[src/rtl/dds_pkg.sv]
// Shared definitions for the dds envelope stage: ADSR state encoding and
// the full-scale level helper.
package dds_pkg;

  localparam logic [2:0] ST_IDLE    = 3'd0;
  localparam logic [2:0] ST_ATTACK  = 3'd1;
  localparam logic [2:0] ST_DECAY   = 3'd2;
  localparam logic [2:0] ST_SUSTAIN = 3'd3;
  localparam logic [2:0] ST_RELEASE = 3'd4;

  typedef enum logic [2:0] {
    ENV_IDLE    = ST_IDLE,
    ENV_ATTACK  = ST_ATTACK,
    ENV_DECAY   = ST_DECAY,
    ENV_SUSTAIN = ST_SUSTAIN,
    ENV_RELEASE = ST_RELEASE
  } env_state_t;

  function automatic logic [31:0] env_max(input int unsigned env_width);
    if (env_width >= 32'd32) begin
      return 32'hFFFF_FFFF;
    end else begin
      return (32'd1 << env_width) - 32'd1;
    end
  endfunction

endpackage

[src/rtl/dds_prescaler.sv]
// Free-running 0..TICK_DIV-1 counter; tick is high while the count sits at
// its last value.
module dds_prescaler #(
  parameter int TICK_DIV = 1024
) (
  input  logic clk,
  input  logic reset,
  output logic tick
);

  localparam int CW = $clog2(TICK_DIV);
  localparam logic [CW-1:0] LAST = CW'(TICK_DIV - 1);

  logic [CW-1:0] count_r;
  logic [CW-1:0] count_nx_s;
  logic          tick_r;

  // Wrap the counter at its last value
  always_comb begin
    count_nx_s = count_r;
    if (count_r == LAST) begin
      count_nx_s = {CW{1'b0}};
    end else begin
      count_nx_s = count_r + CW'(1);
    end
  end

  // Count register; tick is a registered decode of the upcoming count
  always_ff @(posedge clk or negedge reset) begin
    if (!reset) begin
      count_r <= {CW{1'b0}};
      tick_r  <= 1'b0;
    end else begin
      count_r <= count_nx_s;
      tick_r  <= (count_nx_s == LAST);
    end
  end

  assign tick = tick_r;

endmodule

[src/rtl/dds_envelope.sv]
// ADSR amplitude envelope: gate-driven level sequencer followed by a
// one-stage unsigned multiply that scales the incoming waveform sample.
module dds_envelope
  import dds_pkg::*;
#(
  parameter int WIDTH     = 32,
  parameter int ENV_WIDTH = 16,
  parameter int TICK_DIV  = 1024
) (
  input  logic                 clk,
  input  logic                 reset,
  input  logic                 gate,
  input  logic [ENV_WIDTH-1:0] attack_rate,
  input  logic [ENV_WIDTH-1:0] decay_rate,
  input  logic [ENV_WIDTH-1:0] sustain_level,
  input  logic [ENV_WIDTH-1:0] release_rate,
  input  logic [WIDTH-1:0]     signal_in,
  output logic [WIDTH-1:0]     signal_out,
  output logic [ENV_WIDTH-1:0] env_level,
  output logic [2:0]           env_state,
  output logic                 busy
);

  localparam int PW = WIDTH + ENV_WIDTH;
  localparam logic [ENV_WIDTH-1:0] ENV_MAX = ENV_WIDTH'(env_max(ENV_WIDTH));
  localparam logic [ENV_WIDTH-1:0] ZERO    = {ENV_WIDTH{1'b0}};

  logic                 tick_s;
  env_state_t           state_r;
  env_state_t           state_nx_s;
  logic [ENV_WIDTH-1:0] level_r;
  logic [ENV_WIDTH-1:0] level_nx_s;
  logic [ENV_WIDTH:0]   attack_sum_s;
  logic [ENV_WIDTH:0]   decay_floor_s;
  logic [PW-1:0]        product_s;
  logic [WIDTH-1:0]     out_nx_s;
  logic [WIDTH-1:0]     out_r;
  logic                 busy_r;

  dds_prescaler #(
    .TICK_DIV (TICK_DIV)
  ) u_prescaler (
    .clk   (clk),
    .reset (reset),
    .tick  (tick_s)
  );

  // Overflow-free sums and the scaling product
  always_comb begin
    attack_sum_s  = {1'b0, level_r} + {1'b0, attack_rate};
    decay_floor_s = {1'b0, sustain_level} + {1'b0, decay_rate};
    product_s     = PW'(signal_in) * PW'(level_r);
    out_nx_s      = WIDTH'(product_s >> ENV_WIDTH);
  end

  // Next state and next level; gate edges win over tick-driven steps
  always_comb begin
    state_nx_s = state_r;
    level_nx_s = level_r;
    case (state_r)
      ENV_IDLE: begin
        level_nx_s = ZERO;
        if (gate) begin
          state_nx_s = ENV_ATTACK;
        end else begin
          state_nx_s = ENV_IDLE;
        end
      end
      ENV_ATTACK: begin
        if (!gate) begin
          state_nx_s = ENV_RELEASE;
        end else if (tick_s) begin
          if ((attack_rate == ZERO) || (attack_sum_s >= {1'b0, ENV_MAX})) begin
            level_nx_s = ENV_MAX;
            state_nx_s = ENV_DECAY;
          end else begin
            level_nx_s = attack_sum_s[ENV_WIDTH-1:0];
          end
        end else begin
          state_nx_s = ENV_ATTACK;
        end
      end
      ENV_DECAY: begin
        if (!gate) begin
          state_nx_s = ENV_RELEASE;
        end else if (tick_s) begin
          // Landing on sustain also covers a sustain above the current level
          if ((decay_rate == ZERO) || ({1'b0, level_r} <= decay_floor_s)) begin
            level_nx_s = sustain_level;
            state_nx_s = ENV_SUSTAIN;
          end else begin
            level_nx_s = level_r - decay_rate;
          end
        end else begin
          state_nx_s = ENV_DECAY;
        end
      end
      ENV_SUSTAIN: begin
        if (!gate) begin
          state_nx_s = ENV_RELEASE;
        end else if (tick_s) begin
          level_nx_s = sustain_level;
        end else begin
          state_nx_s = ENV_SUSTAIN;
        end
      end
      ENV_RELEASE: begin
        if (gate) begin
          state_nx_s = ENV_ATTACK;
        end else if (tick_s) begin
          if ((release_rate == ZERO) || (level_r <= release_rate)) begin
            level_nx_s = ZERO;
            state_nx_s = ENV_IDLE;
          end else begin
            level_nx_s = level_r - release_rate;
          end
        end else begin
          state_nx_s = ENV_RELEASE;
        end
      end
      default: begin
        state_nx_s = ENV_IDLE;
        level_nx_s = ZERO;
      end
    endcase
  end

  // Sequencer registers; busy tracks the state being entered
  always_ff @(posedge clk or negedge reset) begin
    if (!reset) begin
      state_r <= ENV_IDLE;
      level_r <= ZERO;
      busy_r  <= 1'b0;
    end else begin
      state_r <= state_nx_s;
      level_r <= level_nx_s;
      busy_r  <= (state_nx_s != ENV_IDLE);
    end
  end

  // Scaled sample register
  always_ff @(posedge clk or negedge reset) begin
    if (!reset) begin
      out_r <= {WIDTH{1'b0}};
    end else begin
      out_r <= out_nx_s;
    end
  end

  assign signal_out = out_r;
  assign env_level  = level_r;
  assign env_state  = state_r;
  assign busy       = busy_r;

endmodule
[config.mk]
export PLATFORM = sky130hd
export DESIGN_NAME = dds_envelope
export DESIGN_NICKNAME = d
export VERILOG_FILES = /design/src/rtl/dds_pkg.sv /design/src/rtl/dds_prescaler.sv /design/src/rtl/dds_envelope.sv
export SDC_FILE = /design/constraint.sdc
export NUM_CORES = 1
export LEC_CHECK = 0
export CORE_MARGIN = 1.5
export CORE_UTILIZATION = 68
export CTS_BUF_LIST = sky130_fd_sc_hd__clkbuf_8
export CTS_CLUSTER_SIZE = 30
export DETAILED_ROUTE_END_ITERATION = 16
export PLACE_DENSITY = 0.95
export SYNTH_ARGS = -nofsm -noshare
export SYNTH_HDL_FRONTEND = slang
export SYNTH_HIERARCHICAL = 1
export SYNTH_SLANG_ARGS = --single-unit
[constraint.sdc]
create_clock -name clk -period 20.7 [get_ports clk]
set_clock_uncertainty 0.05 [all_clocks]
set_input_delay 4.14 -clock clk [delete_from_list [all_inputs] [get_ports clk]]
set_output_delay 4.14 -clock clk [all_outputs]
set_load 0.01 [all_outputs]
==> metrics, run 1 <==
f_max=88.2 MHz; Switching Share=52.1%; Area growth syn-to-layout=8.99%; Slew Viols, Final=0; crit share post-route=between 50% and 60%; number of fill cells=between 1500 and 2000; #FFs+latches synth=63; DR iter-0 viols=2339; number of I/O pins=around 150; Mapped Area=around 21000 um^2; Via Count=18700; row count=64; Yosys cell types=72; CTS root buffer=clkbuf_8; Max VDD drop=0.0553 mV; Syn. warnings=6; crit path max fanout=16; Power, Total=1.40 mW; Crit Path Class=input pin to register; TritonCTS clock tree=done; Setup-failing EPs final=0; CTS Hold Bufs=0; die height=approximately 180 um; layout net count=3249; CTS H-tree lvls=3; first-pass iteration count of the detailed router=9; Most used DFF post-synth=dfrtp_1; gpl congestion=between 1 and 1.5; GRT Resource Usage Total=40.9%; number of vias per cell=6.37; Slew @ Worst Pin=1.17 ns; hold endpoint=u_prescaler/count_r[9]$_DFF_PN0_; Post-synth EDFFs=0; Final Util=75.9%; Crit path required time=between 20 and 25 ns; Slew Limit Headroom=21.4%; area taken by multi-input logic gates=17600 um^2; CTS clk-pin slew, worst paths=0.08 ns; Synthesized Nets=3174; main combinational cell family by area after synthesis=adder cells; FF-to-FF setup slack=around 13 ns; Pwr Density=between 50 and 60 nW/um^2; Diodes inserted=0; Syn Area/Cell=8.75 um^2; largest area contributor in the netlist=fa_1; RR Endpoint=signal_out[30]$_DFF_PN0_; Reg2Reg Depth=22; multiplexer area fraction after synthesis=0.344%; die area=32700 um^2; largest net degree at the start of global routing=64; number of buffers added for setup after CTS=0; fin crit period=around 11 ns; post-synthesis sequential area ratio=7.34%; outcome=finished, final reports clean; drt total wl=63300 um; WL per Instance=approximately 22 um; Synth area leaders=fa_1, ha_1, inv_1, dfrtp_1, and2_1; Placed Instances=around 2900; GRT Residual Overflow=0; Worst setup EP type=register; Worst setup SP type=input pin; chip width=181 um; vias in the first global route=20800; port buffer count=150; CTS max path bufs=2; Setup TNS=0 ns; worst skew pair latency=0.43 ns; worst hold slack=0.478 ns; Synth top area share=39.2%; most common library cells after synthesis=inv_1, fa_1, nand2_1; first-pass GRT wire length=104000 um; XOR/XNOR Fraction of Synth Area=3.67%; setup repair after global routing missed its margin=no; clock group share of total power=about a tenth; most common cell in the netlist=inv_1; Flop pwr share=13.1%; antenna violations before repair=1; Synth Area in Compound Gates=10.1%; combinational share of power=approximately 77%; P_int=672 uW; detailed placement HPWL=roughly 49000 um; clock sink count=63; Reg2Reg Launch Point=env_level[7]$_DFFE_PN0P_; Post-Syn Instances=roughly 2500; Simple-Gate Fraction of Synth Area=17.2%; total CTS buffers=9; WHS Path Cells=1; Net Sw Power=729 uW; critical path data arrival time=between 10 and 15 ns; MaxCap Viol Count=0; Post-Synth Adder-Cell Area=50.8%; Core Region=30800 um^2; Leak=11.5 nW; PostCTS Resize Cnt=0; ys async rst share=between 90% and 100%; Post-Layout Cell Count=2932; Final Hold Fails=0; proportion of layout cells with a drive suffix above 1=2.29%; Post-route DRC=0; Hold Path Class=register to register; starting density of the core=69.7%; hold_sp=u_prescaler/count_r[9]$_DFF_PN0_; Routed Antenna Nets=0; register area=1580 um^2
## layer usage
metal	routed length (um)	GRT usage, %	vias to the layer above
met5	0	0	-
met4	5170	29.8	0
met3	7270	9.47	449
met2	30200	68.2	1434
met1	20700	46.4	9015
li1	-	-	7788
## sequential cells by signal, indices dropped and copies added, names as in the netlist
register	count
u_prescaler/tick	1
u_prescaler/count_r	10
signal_out	32
env_level	16
env_state	3
busy	1
## cells in the final DEF, fill, tap and decap left out, types with 8 or more instances in the layout
cell type and count:
dfrtp_1 61, xnor2_1 52, nand2_1 341, clkdlybuf4s50_1 149, o21bai_1 12, nor2_1 67
a21o_1 37, ha_1 198, clkbuf_8 9, a31oi_1 9, o21a_1 14, nor3_1 22
and2_1 219, a21oi_1 99, nor2b_1 17, a211oi_1 8, fa_1 421, o21ai_0 55
nand3_1 21, nor4_1 16, inv_1 495, nand2b_1 10, o211ai_1 13, xor2_1 38
buf_4 16, nand4_1 20, a222oi_1 8
## logic make-up after synthesis
logic type	count (synthesis)
fa+ha+maj	619
buf+inv	597
xor+xnor	90
mux	7
compound gates	323
flops	63
simple gates	757
## worst max-delay path by stage
| stage | startpoint | end | depth (start not counted) |
|---|---|---|---|
| 2_1_floorplan | signal_in[23] | signal_out[31]$_DFF_PN0_ | 22 |
| 3_3_place_gp | signal_in[9] | signal_out[30]$_DFF_PN0_ | 22 |
| 3_5_place_dp | signal_in[13] | signal_out[30]$_DFF_PN0_ | 20 |
| 4_1_cts | signal_in[13] | signal_out[30]$_DFF_PN0_ | 20 |
| 5_1_grt | signal_in[19] | signal_out[31]$_DFF_PN0_ | 23 |
| 6_report | signal_in[19] | signal_out[31]$_DFF_PN0_ | 23 |
## power by group through the flow
| stage | clock network [mW] | logic, mW | registers (mW) |
|---|---|---|---|
| after CTS | 0.140 | 1.05 | 0.182 |
| after floorplan | 0 | 0.691 | 0.186 |
| final | 0.141 | 1.08 | 0.184 |
| after global placement | 0 | 0.963 | 0.183 |
| after detailed placement | 0 | 1.03 | 0.184 |
| after global routing | 0.146 | 1.18 | 0.186 |
## final cells by class
cell class              count  share of cell area (%)
inverters                 495                    7.94
clock buffers               9                   0.529
clock inverters             7                   0.449
flip-flops and latches     63                    6.74
repair buffers            166                    6.90
well taps                 396                    2.12
multi-input cells        1796                    75.3
## through the flow
step / instance area [um^2] / setup slack, ns
after detailed placement: 23200 / 9.23
after global routing: 23400 / 9.23
after CTS: 23400 / 9.64
after global placement: 23200 / 9.57
after floorplan: 21500 / 10.75
final: 23400 / 9.36
## worst max-delay path: stages
cell and delay [ns]:
clkdlybuf4s50_1 0.80, and2_1 0.35, fa_1 0.53, inv_1 0.05, fa_1 0.47, fa_1 0.53
inv_1 0.07, fa_1 0.45, fa_1 0.52, inv_1 0.05, fa_1 0.60, inv_1 0.08
ha_1 0.38, a21o_1 0.22, a21o_1 0.20, a21o_1 0.22, a2111oi_0 0.67, o31a_1 0.22
o21a_1 0.21, o211ai_1 0.23, a21oi_1 0.28, o21ai_1 0.15, xnor2_1 0.20
Note: power is estimated with default switching activity, not from simulation.
==> run 2, diff against run 1 <==
CORE_UTILIZATION = 63   (was 68)
clock period = 11.6 ns   (was 20.7 ns; I/O delays follow)
==> metrics, run 2 (synthesis gave the netlist of run 1 again) <==
outcome=finished, final reports clean (unchanged); WHS Path Cells=1 (unchanged); number of vias per cell=6.22 (was 6.37); Pwr Density=106 nW/um^2 (was 59.8 nW/um^2); Worst setup SP type=input pin (unchanged); vias in the first global route=20600 (was 20800); design area=23500 um^2 (was 23400 um^2); Max VDD drop=0.112 mV (was 0.0553 mV); PostCTS Resize Cnt=0 (unchanged); GRT Residual Overflow=0 (unchanged); port buffer count=150 (unchanged); drt total wl=62900 um (was 63300 um); crit share post-route=78.6%; commonest non-fill, non-tap cell in the layout=inv_1 (unchanged); DR iter-0 viols=1906 (was 2339); Crit Path Class=input pin to register (unchanged); most frequent cells in the layout=inv_1, fa_1, nand2_1, and2_1, ha_1 (unchanged); Core Region=33500 um^2 (was 30800 um^2); first-pass iteration count of the detailed router=10 (was 9); Area growth syn-to-layout=9.46% (was 8.99%); Post-route DRC=0 (unchanged); CTS H-tree lvls=3 (unchanged); row count=67 (was 64); total CTS buffers=9 (unchanged); clock sink count=63 (unchanged); Worst setup EP type=register (unchanged); first-pass GRT wire length=103000 um (was 104000 um); max reg flops=32 (unchanged); proportion of layout cells with a drive suffix above 1=2.40% (was 2.29%); worst skew pair latency=0.41 ns (was 0.43 ns); number of I/O pins=151 (unchanged); setup repair after global routing missed its margin=no (unchanged); Crit path required time=11.84 ns (was 20.97 ns); chip width=188 um (was 181 um); FF-to-FF setup slack=3.99 ns (was 12.96 ns); Setup TNS=0 ns (unchanged); number of buffers added for setup after CTS=0 (unchanged); die area=35200 um^2 (was 32700 um^2); fin crit period=a little over 9 ns; Reg2Reg Launch Point=env_level[1]$_DFFE_PN0P_ (was env_level[7]$_DFFE_PN0P_); hold endpoint=u_prescaler/count_r[9]$_DFF_PN0_ (unchanged); Hold Path Class=register to register (unchanged); worst hold slack=0.474 ns (was 0.478 ns); starting density of the core=64.1% (was 69.7%); antenna violations before repair=0 (was 1); Final Hold Fails=0 (unchanged); largest net degree at the start of global routing=64 (unchanged); RR Endpoint=signal_out[24]$_DFF_PN0_ (was signal_out[30]$_DFF_PN0_); gpl congestion=1.02 (was 1.09); CTS clk-pin slew, worst paths=0.09 ns (was 0.08 ns); Slew @ Worst Pin=1.10 ns (was 1.17 ns); Slew Limit Headroom=26.4% (was 21.4%); Power, Total=2.49 mW (was 1.40 mW); hold_sp=u_prescaler/count_r[9]$_DFF_PN0_ (unchanged); Via Count=18600 (was 18700); Diodes inserted=0 (unchanged); CTS max path bufs=2 (unchanged); GRT Resource Usage Total=37.4% (was 40.9%); Leak=11.6 nW (was 11.5 nW); Setup-failing EPs final=0 (unchanged); die height=188 um (was 181 um); critical path data arrival time=9.36 ns (was 11.62 ns); crit path max fanout=16 (unchanged); CTS root buffer=clkbuf_8 (unchanged); TritonCTS clock tree=done (unchanged); Reg2Reg Depth=22 (unchanged); detailed placement HPWL=48300 um (was 49000 um); Slew Viols, Final=0 (unchanged); WL per Instance=21.0 um (was 21.6 um); MaxCap Viol Count=0 (unchanged); Area after DPL=23300 um^2 (was 23200 um^2); layout net count=3254 (was 3249); CTS Hold Bufs=0 (unchanged); f_max=about 110 MHz; Routed Antenna Nets=0 (unchanged)
-- run 2: cell type report --
type	count	area, um^2
timing repair buffer	171	1650
clock inverter	7	105
fill	2291	10000
clock buffer	9	124
multi-input combinational	1796	17600
sequential	63	1580
tap	448	561
inverter	495	1860
-- run 2: how the worst max path moves through the flow --
stage / slack [ns] / start / endpoint / depth (start not counted)
2_1_floorplan: 3.47 / signal_in[23] / signal_out[31]$_DFF_PN0_ / 22
3_3_place_gp: 2.47 / signal_in[17] / signal_out[31]$_DFF_PN0_ / 22
3_5_place_dp: 2.20 / signal_in[9] / signal_out[31]$_DFF_PN0_ / 22
4_1_cts: 2.65 / signal_in[9] / signal_out[31]$_DFF_PN0_ / 22
5_1_grt: 2.10 / signal_in[10] / signal_out[24]$_DFF_PN0_ / 22
6_report: 2.48 / signal_in[9] / signal_out[31]$_DFF_PN0_ / 22
-- run 2: critical path, stage by stage --
cell             delay [ns]
clkdlybuf4s50_1        0.94
nand2_1                0.18
fa_1                   0.57
inv_1                  0.05
fa_1                   0.48
fa_1                   0.61
fa_1                   0.47
fa_1                   0.51
inv_1                  0.06
fa_1                   0.48
inv_1                  0.05
ha_1                   0.34
a21o_1                 0.20
a21o_1                 0.18
a21oi_1                0.24
o31ai_4                0.17
a21oi_1                0.45
o21a_1                 0.31
o211ai_1               0.23
a21oi_1                0.28
o21ai_1                0.12
xnor2_1                0.13
-- run 2: through the flow --
stage	util [%]	std cells	worst slack (ns)
finish	70.1	2989	2.48
CTS	70.1	2989	2.65
global route	70.1	2989	2.10
floorplan	-	2456	3.47
global placement	69.4	2973	2.47
detailed placement	69.4	2973	2.20
-- run 2: routing by layer --
layer | GRT usage (%) | share of wire (%) | routed length (um) | vias up
li1 | - | - | - | 7789
met1 | 42.7 | 33 | 20800 | 8949
met2 | 60.7 | 47 | 29400 | 1366
met3 | 9.15 | 12 | 7230 | 475
met4 | 29.0 | 8.6 | 5400 | 0
met5 | 0 | 0 | 0 | -
-- run 2: report_power, final --
| group | switching (mW) | internal (mW) |
|---|---|---|
| clock network | 0.125 | 0.124 |
| registers | 0.0403 | 0.277 |
| logic | 1.13 | 0.788 |
| total | 1.30 | 1.19 |
